$ cat src/rtl/wbu_pkg.sv
// Shared types and constants for the BLI201V32I write-back unit.
// Latency: n/a (declarations only).
// Backpressure: n/a.
package wbu_pkg;

  localparam int XLEN = 32;
  localparam int NREG = 32;
  localparam int RA_W = 5;

  // Load funct3 encodings; anything else is treated as a full word.
  localparam logic [2:0] F3_LB  = 3'b000;
  localparam logic [2:0] F3_LH  = 3'b001;
  localparam logic [2:0] F3_LW  = 3'b010;
  localparam logic [2:0] F3_LBU = 3'b100;
  localparam logic [2:0] F3_LHU = 3'b101;

  // Which producer owns the write port this cycle.
  typedef enum logic [1:0] {
    SRC_NONE = 2'd0,
    SRC_EXU  = 2'd1,
    SRC_LSU  = 2'd2
  } wb_src_t;

  // Registered write stage, which is also the register-file write port.
  typedef struct packed {
    logic            w_en;
    logic [RA_W-1:0] rd_addr;
    logic [XLEN-1:0] rd_data;
  } wb_stage_t;

  // x0 is hard-wired zero, so it is never written nor tracked.
  function automatic logic rd_writes(input logic [RA_W-1:0] addr);
    return addr != '0;
  endfunction

endpackage

$ cat src/rtl/wbu_if.sv
// Bundle of EXU/LSU result, register-file port and IDU operand signals of the write-back unit.
// Latency: n/a (wiring only).
// Backpressure: EXU side sees wbu_o_exu_ready; LSU side is never stalled.
interface wbu_if;
  import wbu_pkg::*;

  logic            wbu_i_exu_valid;
  logic [RA_W-1:0] wbu_i_exu_rd_addr;
  logic [XLEN-1:0] wbu_i_exu_rd_data;
  logic            wbu_o_exu_ready;

  logic            wbu_i_lsu_issue;
  logic [RA_W-1:0] wbu_i_lsu_issue_rd_addr;
  logic            wbu_i_lsu_valid;
  logic [RA_W-1:0] wbu_i_lsu_rd_addr;
  logic [XLEN-1:0] wbu_i_lsu_rdata;
  logic [2:0]      wbu_i_lsu_funct3;
  logic [1:0]      wbu_i_lsu_byte_off;
  logic            wbu_o_lsu_ready;

  logic [RA_W-1:0] wbu_o_rd_addr;
  logic            wbu_o_w_en;
  logic [XLEN-1:0] wbu_o_rd_data;

  logic [RA_W-1:0] wbu_i_rs1_addr;
  logic [RA_W-1:0] wbu_i_rs2_addr;
  logic [XLEN-1:0] wbu_i_rs1_data;
  logic [XLEN-1:0] wbu_i_rs2_data;
  logic [XLEN-1:0] wbu_o_rs1_data;
  logic [XLEN-1:0] wbu_o_rs2_data;
  logic            wbu_o_rs1_busy;
  logic            wbu_o_rs2_busy;

  // Core side: drives results, issue info and operand reads.
  modport master (
    output wbu_i_exu_valid, wbu_i_exu_rd_addr, wbu_i_exu_rd_data,
    output wbu_i_lsu_issue, wbu_i_lsu_issue_rd_addr,
    output wbu_i_lsu_valid, wbu_i_lsu_rd_addr, wbu_i_lsu_rdata,
    output wbu_i_lsu_funct3, wbu_i_lsu_byte_off,
    output wbu_i_rs1_addr, wbu_i_rs2_addr, wbu_i_rs1_data, wbu_i_rs2_data,
    input  wbu_o_exu_ready, wbu_o_lsu_ready,
    input  wbu_o_rd_addr, wbu_o_w_en, wbu_o_rd_data,
    input  wbu_o_rs1_data, wbu_o_rs2_data, wbu_o_rs1_busy, wbu_o_rs2_busy
  );

  // Write-back unit side.
  modport slave (
    input  wbu_i_exu_valid, wbu_i_exu_rd_addr, wbu_i_exu_rd_data,
    input  wbu_i_lsu_issue, wbu_i_lsu_issue_rd_addr,
    input  wbu_i_lsu_valid, wbu_i_lsu_rd_addr, wbu_i_lsu_rdata,
    input  wbu_i_lsu_funct3, wbu_i_lsu_byte_off,
    input  wbu_i_rs1_addr, wbu_i_rs2_addr, wbu_i_rs1_data, wbu_i_rs2_data,
    output wbu_o_exu_ready, wbu_o_lsu_ready,
    output wbu_o_rd_addr, wbu_o_w_en, wbu_o_rd_data,
    output wbu_o_rs1_data, wbu_o_rs2_data, wbu_o_rs1_busy, wbu_o_rs2_busy
  );

endinterface

$ cat src/rtl/wbu_load_align.sv
// Selects the byte/halfword of an aligned load word and sign- or zero-extends it.
// Latency: combinational.
// Backpressure: none.
module wbu_load_align
  import wbu_pkg::*;
(
  input  logic [XLEN-1:0] rdata,
  input  logic [2:0]      funct3,
  input  logic [1:0]      byte_off,
  output logic [XLEN-1:0] data
);

  logic [7:0]  sel_byte;
  logic [15:0] sel_half;

  // Lane select followed by extension; unknown funct3 passes the word through.
  always_comb begin
    sel_byte = rdata[7:0];
    case (byte_off)
      2'd0: sel_byte = rdata[7:0];
      2'd1: sel_byte = rdata[15:8];
      2'd2: sel_byte = rdata[23:16];
      2'd3: sel_byte = rdata[31:24];
      default: sel_byte = rdata[7:0];
    endcase
    // Halfword lane comes from bit 1 only; a misaligned LH is not trapped here.
    sel_half = byte_off[1] ? rdata[31:16] : rdata[15:0];

    data = rdata;
    case (funct3)
      F3_LB:   data = {{24{sel_byte[7]}}, sel_byte};
      F3_LBU:  data = {24'h0, sel_byte};
      F3_LH:   data = {{16{sel_half[15]}}, sel_half};
      F3_LHU:  data = {16'h0, sel_half};
      F3_LW:   data = rdata;
      default: data = rdata;
    endcase
  end

endmodule

$ cat src/rtl/wbu.sv
// Write-back unit: arbitrates LSU/EXU results onto the register-file write port, tracks busy load targets, forwards operands.
// Latency: result accepted at edge N drives the write port from N to N+1; the file holds it after edge N+1.
// Backpressure: LSU always accepted; EXU stalled (wbu_o_exu_ready low) whenever LSU data returns. Option macro: BLI201V32I_WBU_BYPASS_EN.
module wbu
  import wbu_pkg::*;
(
  input  logic  clk,
  input  logic  rst,
  wbu_if.slave  bus
);

  wb_src_t         src;
  wb_stage_t       acc;
  wb_stage_t       ws;
  logic [XLEN-1:0] lsu_fmt;
  logic [NREG-1:0] busy;
  logic [NREG-1:0] busy_nxt;
  logic            rs1_hit;
  logic            rs2_hit;

  wbu_load_align u_load_align (
    .rdata    (bus.wbu_i_lsu_rdata),
    .funct3   (bus.wbu_i_lsu_funct3),
    .byte_off (bus.wbu_i_lsu_byte_off),
    .data     (lsu_fmt)
  );

  // Loads cannot be held off by the LSU, so they always win the port.
  assign bus.wbu_o_exu_ready = ~bus.wbu_i_lsu_valid;
  assign bus.wbu_o_lsu_ready = 1'b1;

  // Fixed-priority pick of the result entering the write stage.
  always_comb begin
    src = SRC_NONE;
    acc = '0;
    if (bus.wbu_i_lsu_valid) begin
      src         = SRC_LSU;
      acc.rd_addr = bus.wbu_i_lsu_rd_addr;
      acc.rd_data = lsu_fmt;
    end else if (bus.wbu_i_exu_valid) begin
      src         = SRC_EXU;
      acc.rd_addr = bus.wbu_i_exu_rd_addr;
      acc.rd_data = bus.wbu_i_exu_rd_data;
    end
    acc.w_en = (src != SRC_NONE) && rd_writes(acc.rd_addr);
  end

  // Write stage: load on accept, otherwise drop the enable and keep addr/data.
  always_ff @(posedge clk or posedge rst) begin
    if (rst) begin
      ws <= '0;
    end else if (src != SRC_NONE) begin
      ws <= acc;
    end else begin
      ws.w_en <= 1'b0;
    end
  end

  assign bus.wbu_o_w_en    = ws.w_en;
  assign bus.wbu_o_rd_addr = ws.rd_addr;
  assign bus.wbu_o_rd_data = ws.rd_data;

  // Scoreboard update: clear on return, then set on issue so a same-cycle reissue stays busy.
  always_comb begin
    busy_nxt = busy;
    if (bus.wbu_i_lsu_valid) begin
      busy_nxt[bus.wbu_i_lsu_rd_addr] = 1'b0;
    end
    if (bus.wbu_i_lsu_issue && rd_writes(bus.wbu_i_lsu_issue_rd_addr)) begin
      busy_nxt[bus.wbu_i_lsu_issue_rd_addr] = 1'b1;
    end
    busy_nxt[0] = 1'b0;
  end

  // Scoreboard register; outstanding loads are forgotten on reset.
  always_ff @(posedge clk or posedge rst) begin
    if (rst) begin
      busy <= '0;
    end else begin
      busy <= busy_nxt;
    end
  end

  // Operand hazards against the write stage, which the file has not absorbed yet.
  always_comb begin
    rs1_hit = ws.w_en && (ws.rd_addr == bus.wbu_i_rs1_addr) && rd_writes(bus.wbu_i_rs1_addr);
    rs2_hit = ws.w_en && (ws.rd_addr == bus.wbu_i_rs2_addr) && rd_writes(bus.wbu_i_rs2_addr);
`ifdef BLI201V32I_WBU_BYPASS_EN
    // Forward the in-flight value instead of stalling.
    bus.wbu_o_rs1_data = rs1_hit ? ws.rd_data : bus.wbu_i_rs1_data;
    bus.wbu_o_rs2_data = rs2_hit ? ws.rd_data : bus.wbu_i_rs2_data;
    bus.wbu_o_rs1_busy = busy[bus.wbu_i_rs1_addr];
    bus.wbu_o_rs2_busy = busy[bus.wbu_i_rs2_addr];
`else
    // No bypass: make the IDU wait one cycle until the file holds the value.
    bus.wbu_o_rs1_data = bus.wbu_i_rs1_data;
    bus.wbu_o_rs2_data = bus.wbu_i_rs2_data;
    bus.wbu_o_rs1_busy = busy[bus.wbu_i_rs1_addr] | rs1_hit;
    bus.wbu_o_rs2_busy = busy[bus.wbu_i_rs2_addr] | rs2_hit;
`endif
  end

  // At most one load in flight per register; a same-cycle return to that register frees it.
  a_no_waw_issue: assert property (@(posedge clk) disable iff (rst)
    (bus.wbu_i_lsu_issue && rd_writes(bus.wbu_i_lsu_issue_rd_addr) &&
     !(bus.wbu_i_lsu_valid && bus.wbu_i_lsu_rd_addr == bus.wbu_i_lsu_issue_rd_addr))
    |-> !busy[bus.wbu_i_lsu_issue_rd_addr]);

endmodule

$ cat src/flat_wrapper.sv
// flat-port wrapper written by rule: the top's interface ports become plain ports
module wbu_flat import wbu_pkg::*;
  (clk, rst, bus_wbu_i_exu_valid, bus_wbu_i_exu_rd_addr, bus_wbu_i_exu_rd_data, bus_wbu_i_lsu_issue, bus_wbu_i_lsu_issue_rd_addr, bus_wbu_i_lsu_valid, bus_wbu_i_lsu_rd_addr, bus_wbu_i_lsu_rdata, bus_wbu_i_lsu_funct3, bus_wbu_i_lsu_byte_off, bus_wbu_i_rs1_addr, bus_wbu_i_rs2_addr, bus_wbu_i_rs1_data, bus_wbu_i_rs2_data, bus_wbu_o_exu_ready, bus_wbu_o_lsu_ready, bus_wbu_o_rd_addr, bus_wbu_o_w_en, bus_wbu_o_rd_data, bus_wbu_o_rs1_data, bus_wbu_o_rs2_data, bus_wbu_o_rs1_busy, bus_wbu_o_rs2_busy);
  wbu_if bus_i ();
  input  logic clk;
  input  logic rst;
  input wire logic [$bits(bus_i.wbu_i_exu_valid)-1:0] bus_wbu_i_exu_valid;
  input wire logic [$bits(bus_i.wbu_i_exu_rd_addr)-1:0] bus_wbu_i_exu_rd_addr;
  input wire logic [$bits(bus_i.wbu_i_exu_rd_data)-1:0] bus_wbu_i_exu_rd_data;
  input wire logic [$bits(bus_i.wbu_i_lsu_issue)-1:0] bus_wbu_i_lsu_issue;
  input wire logic [$bits(bus_i.wbu_i_lsu_issue_rd_addr)-1:0] bus_wbu_i_lsu_issue_rd_addr;
  input wire logic [$bits(bus_i.wbu_i_lsu_valid)-1:0] bus_wbu_i_lsu_valid;
  input wire logic [$bits(bus_i.wbu_i_lsu_rd_addr)-1:0] bus_wbu_i_lsu_rd_addr;
  input wire logic [$bits(bus_i.wbu_i_lsu_rdata)-1:0] bus_wbu_i_lsu_rdata;
  input wire logic [$bits(bus_i.wbu_i_lsu_funct3)-1:0] bus_wbu_i_lsu_funct3;
  input wire logic [$bits(bus_i.wbu_i_lsu_byte_off)-1:0] bus_wbu_i_lsu_byte_off;
  input wire logic [$bits(bus_i.wbu_i_rs1_addr)-1:0] bus_wbu_i_rs1_addr;
  input wire logic [$bits(bus_i.wbu_i_rs2_addr)-1:0] bus_wbu_i_rs2_addr;
  input wire logic [$bits(bus_i.wbu_i_rs1_data)-1:0] bus_wbu_i_rs1_data;
  input wire logic [$bits(bus_i.wbu_i_rs2_data)-1:0] bus_wbu_i_rs2_data;
  output wire logic [$bits(bus_i.wbu_o_exu_ready)-1:0] bus_wbu_o_exu_ready;
  output wire logic [$bits(bus_i.wbu_o_lsu_ready)-1:0] bus_wbu_o_lsu_ready;
  output wire logic [$bits(bus_i.wbu_o_rd_addr)-1:0] bus_wbu_o_rd_addr;
  output wire logic [$bits(bus_i.wbu_o_w_en)-1:0] bus_wbu_o_w_en;
  output wire logic [$bits(bus_i.wbu_o_rd_data)-1:0] bus_wbu_o_rd_data;
  output wire logic [$bits(bus_i.wbu_o_rs1_data)-1:0] bus_wbu_o_rs1_data;
  output wire logic [$bits(bus_i.wbu_o_rs2_data)-1:0] bus_wbu_o_rs2_data;
  output wire logic [$bits(bus_i.wbu_o_rs1_busy)-1:0] bus_wbu_o_rs1_busy;
  output wire logic [$bits(bus_i.wbu_o_rs2_busy)-1:0] bus_wbu_o_rs2_busy;
  assign bus_i.wbu_i_exu_valid = bus_wbu_i_exu_valid;
  assign bus_i.wbu_i_exu_rd_addr = bus_wbu_i_exu_rd_addr;
  assign bus_i.wbu_i_exu_rd_data = bus_wbu_i_exu_rd_data;
  assign bus_i.wbu_i_lsu_issue = bus_wbu_i_lsu_issue;
  assign bus_i.wbu_i_lsu_issue_rd_addr = bus_wbu_i_lsu_issue_rd_addr;
  assign bus_i.wbu_i_lsu_valid = bus_wbu_i_lsu_valid;
  assign bus_i.wbu_i_lsu_rd_addr = bus_wbu_i_lsu_rd_addr;
  assign bus_i.wbu_i_lsu_rdata = bus_wbu_i_lsu_rdata;
  assign bus_i.wbu_i_lsu_funct3 = bus_wbu_i_lsu_funct3;
  assign bus_i.wbu_i_lsu_byte_off = bus_wbu_i_lsu_byte_off;
  assign bus_i.wbu_i_rs1_addr = bus_wbu_i_rs1_addr;
  assign bus_i.wbu_i_rs2_addr = bus_wbu_i_rs2_addr;
  assign bus_i.wbu_i_rs1_data = bus_wbu_i_rs1_data;
  assign bus_i.wbu_i_rs2_data = bus_wbu_i_rs2_data;
  assign bus_wbu_o_exu_ready = bus_i.wbu_o_exu_ready;
  assign bus_wbu_o_lsu_ready = bus_i.wbu_o_lsu_ready;
  assign bus_wbu_o_rd_addr = bus_i.wbu_o_rd_addr;
  assign bus_wbu_o_w_en = bus_i.wbu_o_w_en;
  assign bus_wbu_o_rd_data = bus_i.wbu_o_rd_data;
  assign bus_wbu_o_rs1_data = bus_i.wbu_o_rs1_data;
  assign bus_wbu_o_rs2_data = bus_i.wbu_o_rs2_data;
  assign bus_wbu_o_rs1_busy = bus_i.wbu_o_rs1_busy;
  assign bus_wbu_o_rs2_busy = bus_i.wbu_o_rs2_busy;
  wbu u_core (.clk(clk), .rst(rst), .bus(bus_i));
endmodule
$ cat config.mk
export PLATFORM = sky130hd
export DESIGN_NAME = wbu_flat
export DESIGN_NICKNAME = d
export VERILOG_FILES = /design/src/rtl/wbu_pkg.sv /design/src/rtl/wbu_if.sv /design/src/rtl/wbu_load_align.sv /design/src/rtl/wbu.sv /design/src/flat_wrapper.sv
export SDC_FILE = /design/constraint.sdc
export NUM_CORES = 1
export LEC_CHECK = 0
export CORE_MARGIN = 3
export CORE_UTILIZATION = 25
export DETAILED_ROUTE_END_ITERATION = 6
export HOLD_SLACK_MARGIN = 0.1
export PLACE_DENSITY = 0.66
export SYNTH_ARGS = -nofsm -noshare
export SYNTH_HDL_FRONTEND = slang
export SYNTH_HIERARCHICAL = 1
export SYNTH_SLANG_ARGS = --single-unit
$ cat constraint.sdc
create_clock -name clk -period 3.05 [get_ports clk]
set_input_delay 0.4575 -clock clk [delete_from_list [all_inputs] [get_ports clk]]
set_output_delay 0.4575 -clock clk [all_outputs]
set_load 0.1 [all_outputs]
# Word level (Yosys, flattened, before mapping)
# Cells that the tools add are included.
[totals]
regBits = 69
inputBits = 163
output_inout_bits = 106
word_cells = 57
[op_classes]
order_cmp = 6
eq_ne = 8
mux = 18
bitwise_logic = 6
n_reduce_logical = 15
[op_table]
columns = ["op", "count"]
rows = [
  ["32-bit case mux with 4 select lines", 1],
  ["37-bit two-way mux", 2],
  ["32-bit two-way mux", 2],
  ["32-bit bitwise AND", 1],
  ["32-bit NOT", 1],
  ["32-bit OR", 1],
  ["8-bit case mux with 4 select lines", 1],
  ["5-bit by 6-bit < comparator with 1-bit output, second input constant", 4],
  ["5-bit nonzero test", 4],
  ["16-bit two-way mux", 1],
  ["1-bit binary-select mux with 5-bit select", 2],
  ["1-bit demux with 5-bit select", 2],
  ["5-bit == test", 2],
  ["5-bit by 1-bit greater-or-equal comparator with 1-bit output, second input constant", 2],
  ["1-bit logical AND", 8],
  ["3-bit == test, second input constant", 2],
  ["1-bit two-way mux", 6],
  ["2-bit == test, second input constant", 2],
  ["3-bit by 1-bit == test with 1-bit output, second input constant", 1],
  ["3-bit zero test", 1],
  ["2-bit by 1-bit == test with 1-bit output, second input constant", 1],
  ["2-bit zero test", 1],
  ["2-bit two-way mux", 1],
  ["1-bit OR", 2],
  ["other kinds (2)", 2],
]

# Logic depth before layout (Yosys ltp)
[logic_depth]
word_depth = 9
ltp_mapped = 8
mapped_depth_nobuf = 6

# By module
# The synthesis kept the hierarchy.
[by_module_without_submodules]
columns = ["mod", "instances", "cells_per_inst", "area_each_um2", "seq_area_each_um2"]
rows = [
  ["wbu", 1, 432, 4225.3, 1726.7],
  ["wbu_load_align", 1, 111, 668.1, 0.0],
]

# Worst setup path before layout
# Ideal clock, no wire load.
[synth_timing]
path_type = "reg2out"
startpoint = "reg u_core.ws (netlist bit u_core/bus.wbu_o_rd_addr[2])"
endpoint = "out bus_wbu_o_rs2_busy"
t_arrival_ps = 2914
required_time_ps = 2592
setup_slack_ps = -321
stages_incl_launch_ff = 5
path_buffers = 0
cell_sequence = "dfrtp_1 -> xor2_1 -> nor3_1 -> nand3_1 -> o211ai_1"
[synth_via]
elab_chain_len = 4
[synth_rtl]
columns = ["item", "line_no", "source"]
rows = [
  ["start, declared", "wbu.sv:14", "wb_stage_t ws;"],
  ["5-bit == test", "wbu.sv:87", "rs2_hit = ws.w_en && (ws.rd_addr == bus.wbu_i_rs2_addr) && rd_writes(bus.wbu_i_rs2_addr);"],
  ["1-bit logical AND (2 in a row)", "wbu.sv:87", ""],
  ["1-bit OR", "wbu.sv:99", "bus.wbu_o_rs2_busy = busy[bus.wbu_i_rs2_addr] | rs2_hit;"],
  ["end, declared", "flat_wrapper.sv:29", "output wire logic [$bits(bus_i.wbu_o_rs2_busy)-1:0] bus_wbu_o_rs2_busy;"],
]
# No other way between the ends.

# Worst setup path in the final report
[layout_timing]
startpoint = "in bus_wbu_i_rs1_addr[0]"
endpoint = "out bus_wbu_o_rs1_busy"
[layout_via]
elab_chain_len = 4
elab_cells_between_ends = 7
classes_between = "eq/ne (1); mux (2); bitwise (1); reduce/logical (3)"
[layout_rtl]
columns = ["item", "line_no", "source"]
rows = [
  ["start, declared", "flat_wrapper.sv:17", "input wire logic [$bits(bus_i.wbu_i_rs1_addr)-1:0] bus_wbu_i_rs1_addr;"],
  ["branches (longest 3 deep; another with 1-bit binary-select mux with 5-bit select)", "n/a", ""],
  ["1-bit OR *", "wbu.sv:98", "bus.wbu_o_rs1_busy = busy[bus.wbu_i_rs1_addr] | rs1_hit;"],
  ["end, declared", "flat_wrapper.sv:28", "output wire logic [$bits(bus_i.wbu_o_rs1_busy)-1:0] bus_wbu_o_rs1_busy;"],
]
# Mark *: on every way between the ends. The select of a mux whose other input is x is not followed.

==> results summary <==
The flow ran to the end, and the final reports show no timing, DRC or antenna violations. The biggest fanout along the worst timing path came out at 5. The clock root buffer is clkbuf_16. The worst clock skew on the final layout came out at 0 ns. Of the synthesized area, sequential elements account for 35.29%.

The via count of the first global-routing pass came out at about 4100. The number of synthesized register bits came out at 69. The final count of pins violating max slew came out at 0. The dominant cell type by area after synthesis is dfrtp_1. The final critical path time including I/O delays and setup came out at around 2.9 ns. The min-delay analysis places its worst path in the category in -> reg. The iteration-0 DRC count of the detailed router came out at 305.

The post-synthesis mux area share is 15.24%. STA puts the critical path data required time at roughly 2.6 ns. Power spread over the standard cell area amounts to 567.2 nW/um2. The post-detailed-route wirelength per cell is 18.20 um. The final-report hold violation count came out at 0. CTS saw 69 sinks. Yosys mapped a number of flops with a built-in enable equal to 0.

The remaining global-route overflow is 0. 0 antenna diodes ended up in the layout. The number of setup violations in the final report came out at 0.

TritonCTS built the clock tree. The H-tree depth is 3. Overall power consumption after layout is estimated at 3.564 mW. The count of max-cap constraint violations came out at 0. The final layout net count is 770. The post-synthesis instance total came out at roughly 540.

For this run, design rule violations remaining after detail routing come to 0. The final critical-path share of the clock period came out at 95.29%. The fraction of the mapped netlist area in compound gates is 20.15%. The total number of vias is 4211.

The die extent in x is 145.9 um. The floorplan step defined a core boundary enclosing around 19000 um2. The via density per instance came out at slightly below 5. VDD sags by at most 200.6 uV. The share of synthesized area in the top cell type comes to between 30% and 40%. Counting the fill cells in the layout gives 1953. The worst-case headroom to the max-slew limit came out at 54.92%. The buffer depth of the longest clock path is 2. The I/O pin count came out at 269.

Across every metal layer, demand over resource in global routing totals between 10% and 20%. Setup total negative slack on the finished layout was measured at 0 ns. The leakage power summed over all cells is between 2 and 3 nW. The clock transition at the registers of the reported paths came out at 0.07 ns. The floorplan step defined a die boundary enclosing 21290 um2.

Summed over all nets, the half-perimeter wirelength after detailed placement is 12000 um. Setup repair after global routing left no endpoint under its margin. The initial core utilization came out at 25.82%. The simple-gate share of the synthesized area came out at between 10% and 20%. For this run, the number of Yosys warnings is 6. The worst setup path is of the in -> out kind. The die height is 145.9 um. For this run, the leading register cell type out of synthesis is dfrtp_1.

The xor-xnor portion of the synthesized cell area is 1.432%. Sorting the synthesized cells by area gives the leading types as dfrtp_1, o21ai_0, buf_4, mux2i_1, nand2_1. The achievable frequency came out at 344.1 MHz. The share of cells above drive strength 1 came out at between 10% and 20%. The clock latency of the later-clocked register in the worst-skew pair came out at 0.34 ns. The average size of a mapped cell came out at 9.012 um2.

The first-pass iteration count of the detailed router is 5. The count of antenna-violating nets left after detailed routing is 0. The number of core rows came out at 50. Buffers inserted during clock tree synthesis total 9.

The synthesized netlist net count came out at 706. The worst setup path is launched from an input port. The critical path endpoint category is a primary output. The number of distinct library cells after synthesis is 47. From synthesis to final layout, the design area changed by 28.41%. The combinational family with the most area after synthesis is compound AO/OA/AOI/OAI gates. At the end of routability-driven placement, the weighted congestion stood at 0.9169.

The number of port buffers came out at 139. The initial antenna violation count was 0. Entering global routing, the biggest net connects 78 pins.

The adder-cell share of the synthesized area came out at 0%. The first-pass GRT wire length came out at 24760 um. The netlist area before placement is 4893 um2. The slew at the pin closest to its max-slew limit came out at 0.6762 ns.

Summed over all layers, the routed wires come to 15870 um. The number of buffers inserted to repair setup after CTS came out at 0. The share of synthesized flip-flops with an asynchronous set or reset came out at 100.0%. STA puts the critical path data arrival time at 2.45 ns.
[state kept, by name, indices dropped and copies added, names as in the netlist]
name	cells
u_core/busy	31
u_core/bus.wbu_o_w_en	1
u_core/bus.wbu_o_rd_data	32
u_core/bus.wbu_o_rd_addr	5
[area by class of cell]
type / count / area, um2 / share of cell area (%)
multi-input combinational: 370 / 2482 / 39.51
sequential: 69 / 1732 / 27.56
timing repair buffer: 153 / 1424 / 22.66
tap: 260 / 325.3 / 5.177
clock buffer: 9 / 225.2 / 3.584
clock inverter: 7 / 80.08 / 1.274
inverter: 4 / 15.01 / 0.2389
[kinds of logic after synthesis]
family                 Yosys count
AND/OR/NAND/NOR                137
AO/OA/AOI/OAI                  165
multiplexers                    59
buffers and inverters          104
other                            1
flip-flops                      69
XOR/XNOR                         8
[worst max-delay path: stages]
cell	delay [ns]
clkdlybuf4s50_1	0.62
mux4_1	0.58
mux2i_1	0.18
a221oi_1	0.11
a311o_1	0.32
buf_12	0.18
[cell usage in the layout (no fill, tap or decap), types with 2 or more instances in the layout]
| cell type | synthesis | routed |
|---|---|---|
| o21ai_0 | 100 | 100 |
| clkdlybuf4s50_1 | 0 | 95 |
| nand2_1 | 76 | 76 |
| dfrtp_1 | 69 | 65 |
| buf_4 | 65 | 52 |
| mux2i_1 | 46 | 46 |
| a21o_1 | 17 | 17 |
| mux4_2 | 11 | 11 |
| nand3b_1 | 10 | 10 |
| clkbuf_16 | 0 | 9 |
| nor2_1 | 9 | 9 |
| o21ai_1 | 9 | 9 |
| nand2b_1 | 9 | 9 |
| a21oi_1 | 8 | 8 |
| a22oi_1 | 8 | 8 |
| a221o_1 | 8 | 8 |
| nor2b_1 | 7 | 7 |
| nand3_1 | 6 | 6 |
| xor2_1 | 6 | 6 |
| or3b_2 | 5 | 5 |
| inv_6 | 0 | 4 |
| dfrtp_2 | 0 | 4 |
| buf_12 | 0 | 3 |
| inv_1 | 4 | 3 |
| or3_1 | 3 | 3 |
| nor4_1 | 3 | 3 |
| nor3_1 | 3 | 3 |
| a2111oi_0 | 3 | 3 |
| clkinvlp_4 | 0 | 2 |
| buf_2 | 8 | 2 |
| xnor2_1 | 2 | 2 |
| o22ai_1 | 2 | 2 |
| nor3b_1 | 2 | 2 |
| o211ai_1 | 2 | 2 |
[routing by layer]
layer  vias to the layer above  global-route usage, %  share of wire, %  wire length, um
met5                         -                      0                 0                0
met1                      2002                  21.14                47             7428
li1                       2015                      -                 -                -
met4                         0                  4.179               1.5              238
met2                       174                  21.26                44             7031
met3                        20                  4.516               7.4             1172
[worst paths after layout]
path,start,endpoint,slack [ns],cells after the start
worst min-delay path,bus_wbu_i_lsu_valid,u_core/bus.wbu_o_rd_addr[0]$_DFFE_PP0P_,0.44,3
min in group asynchronous,rst,u_core/busy[25]$_DFF_PP0_,0.55,2
max in group asynchronous,rst,u_core/busy[6]$_DFF_PP0_,1.85,3
worst max register to register,u_core/bus.wbu_o_rd_addr[3]$_DFFE_PP0P_,u_core/bus.wbu_o_rd_addr[3]$_DFFE_PP0P_,2.22,2
worst max-delay path,bus_wbu_i_rs1_addr[0],bus_wbu_o_rs1_busy,0.14,6
worst min register to register,u_core/busy[17]$_DFF_PP0_,u_core/busy[17]$_DFF_PP0_,0.56,2
[power breakdown]
part           internal, mW  switching [mW]  leakage, nW  total (mW)
registers              1.07           0.148        0.840        1.22
logic                 0.449           0.798         1.73        1.25
clock network         0.645           0.457        0.143        1.10
total                  2.16            1.40         2.71        3.56
[synth_stat cells, drive strengths merged, types with 6 or more instances]
cell type	instances
o21ai	109
buf	80
nand2	76
dfrtp	69
mux2i	46
clkbuf	20
a21o	17
mux4	12
nand3b	10
nand2b	9
nor2	9
a21oi	8
a221o	8
a22oi	8
nor2b	7
nand3	6
xor2	6
[stage by stage]
stage / util [%] / std cells / cell area [um2] / hold slack, ns / worst slack, ns
final: 33.15 / 872 / 6284 / 0.4397 / 0.1437
after global routing: 33.15 / 872 / 6284 / 0.4508 / 0.01929
after CTS: 33.14 / 872 / 6281 / 0.4257 / 0.08722
after detailed placement: 31.52 / 856 / 5976 / 0.5312 / 0.1008
after global placement: 31.52 / 856 / 5976 / 0.5347 / 0.1396
after floorplan: - / 543 / 4898 / 0.4787 / -0.04026
[repair_timing]
item                                    CTS  global route
endpoints found under the setup margin    0             1
gates resized for setup                   0             1
hold buffers                              0             0
Power figures use the tool's default switching activity.
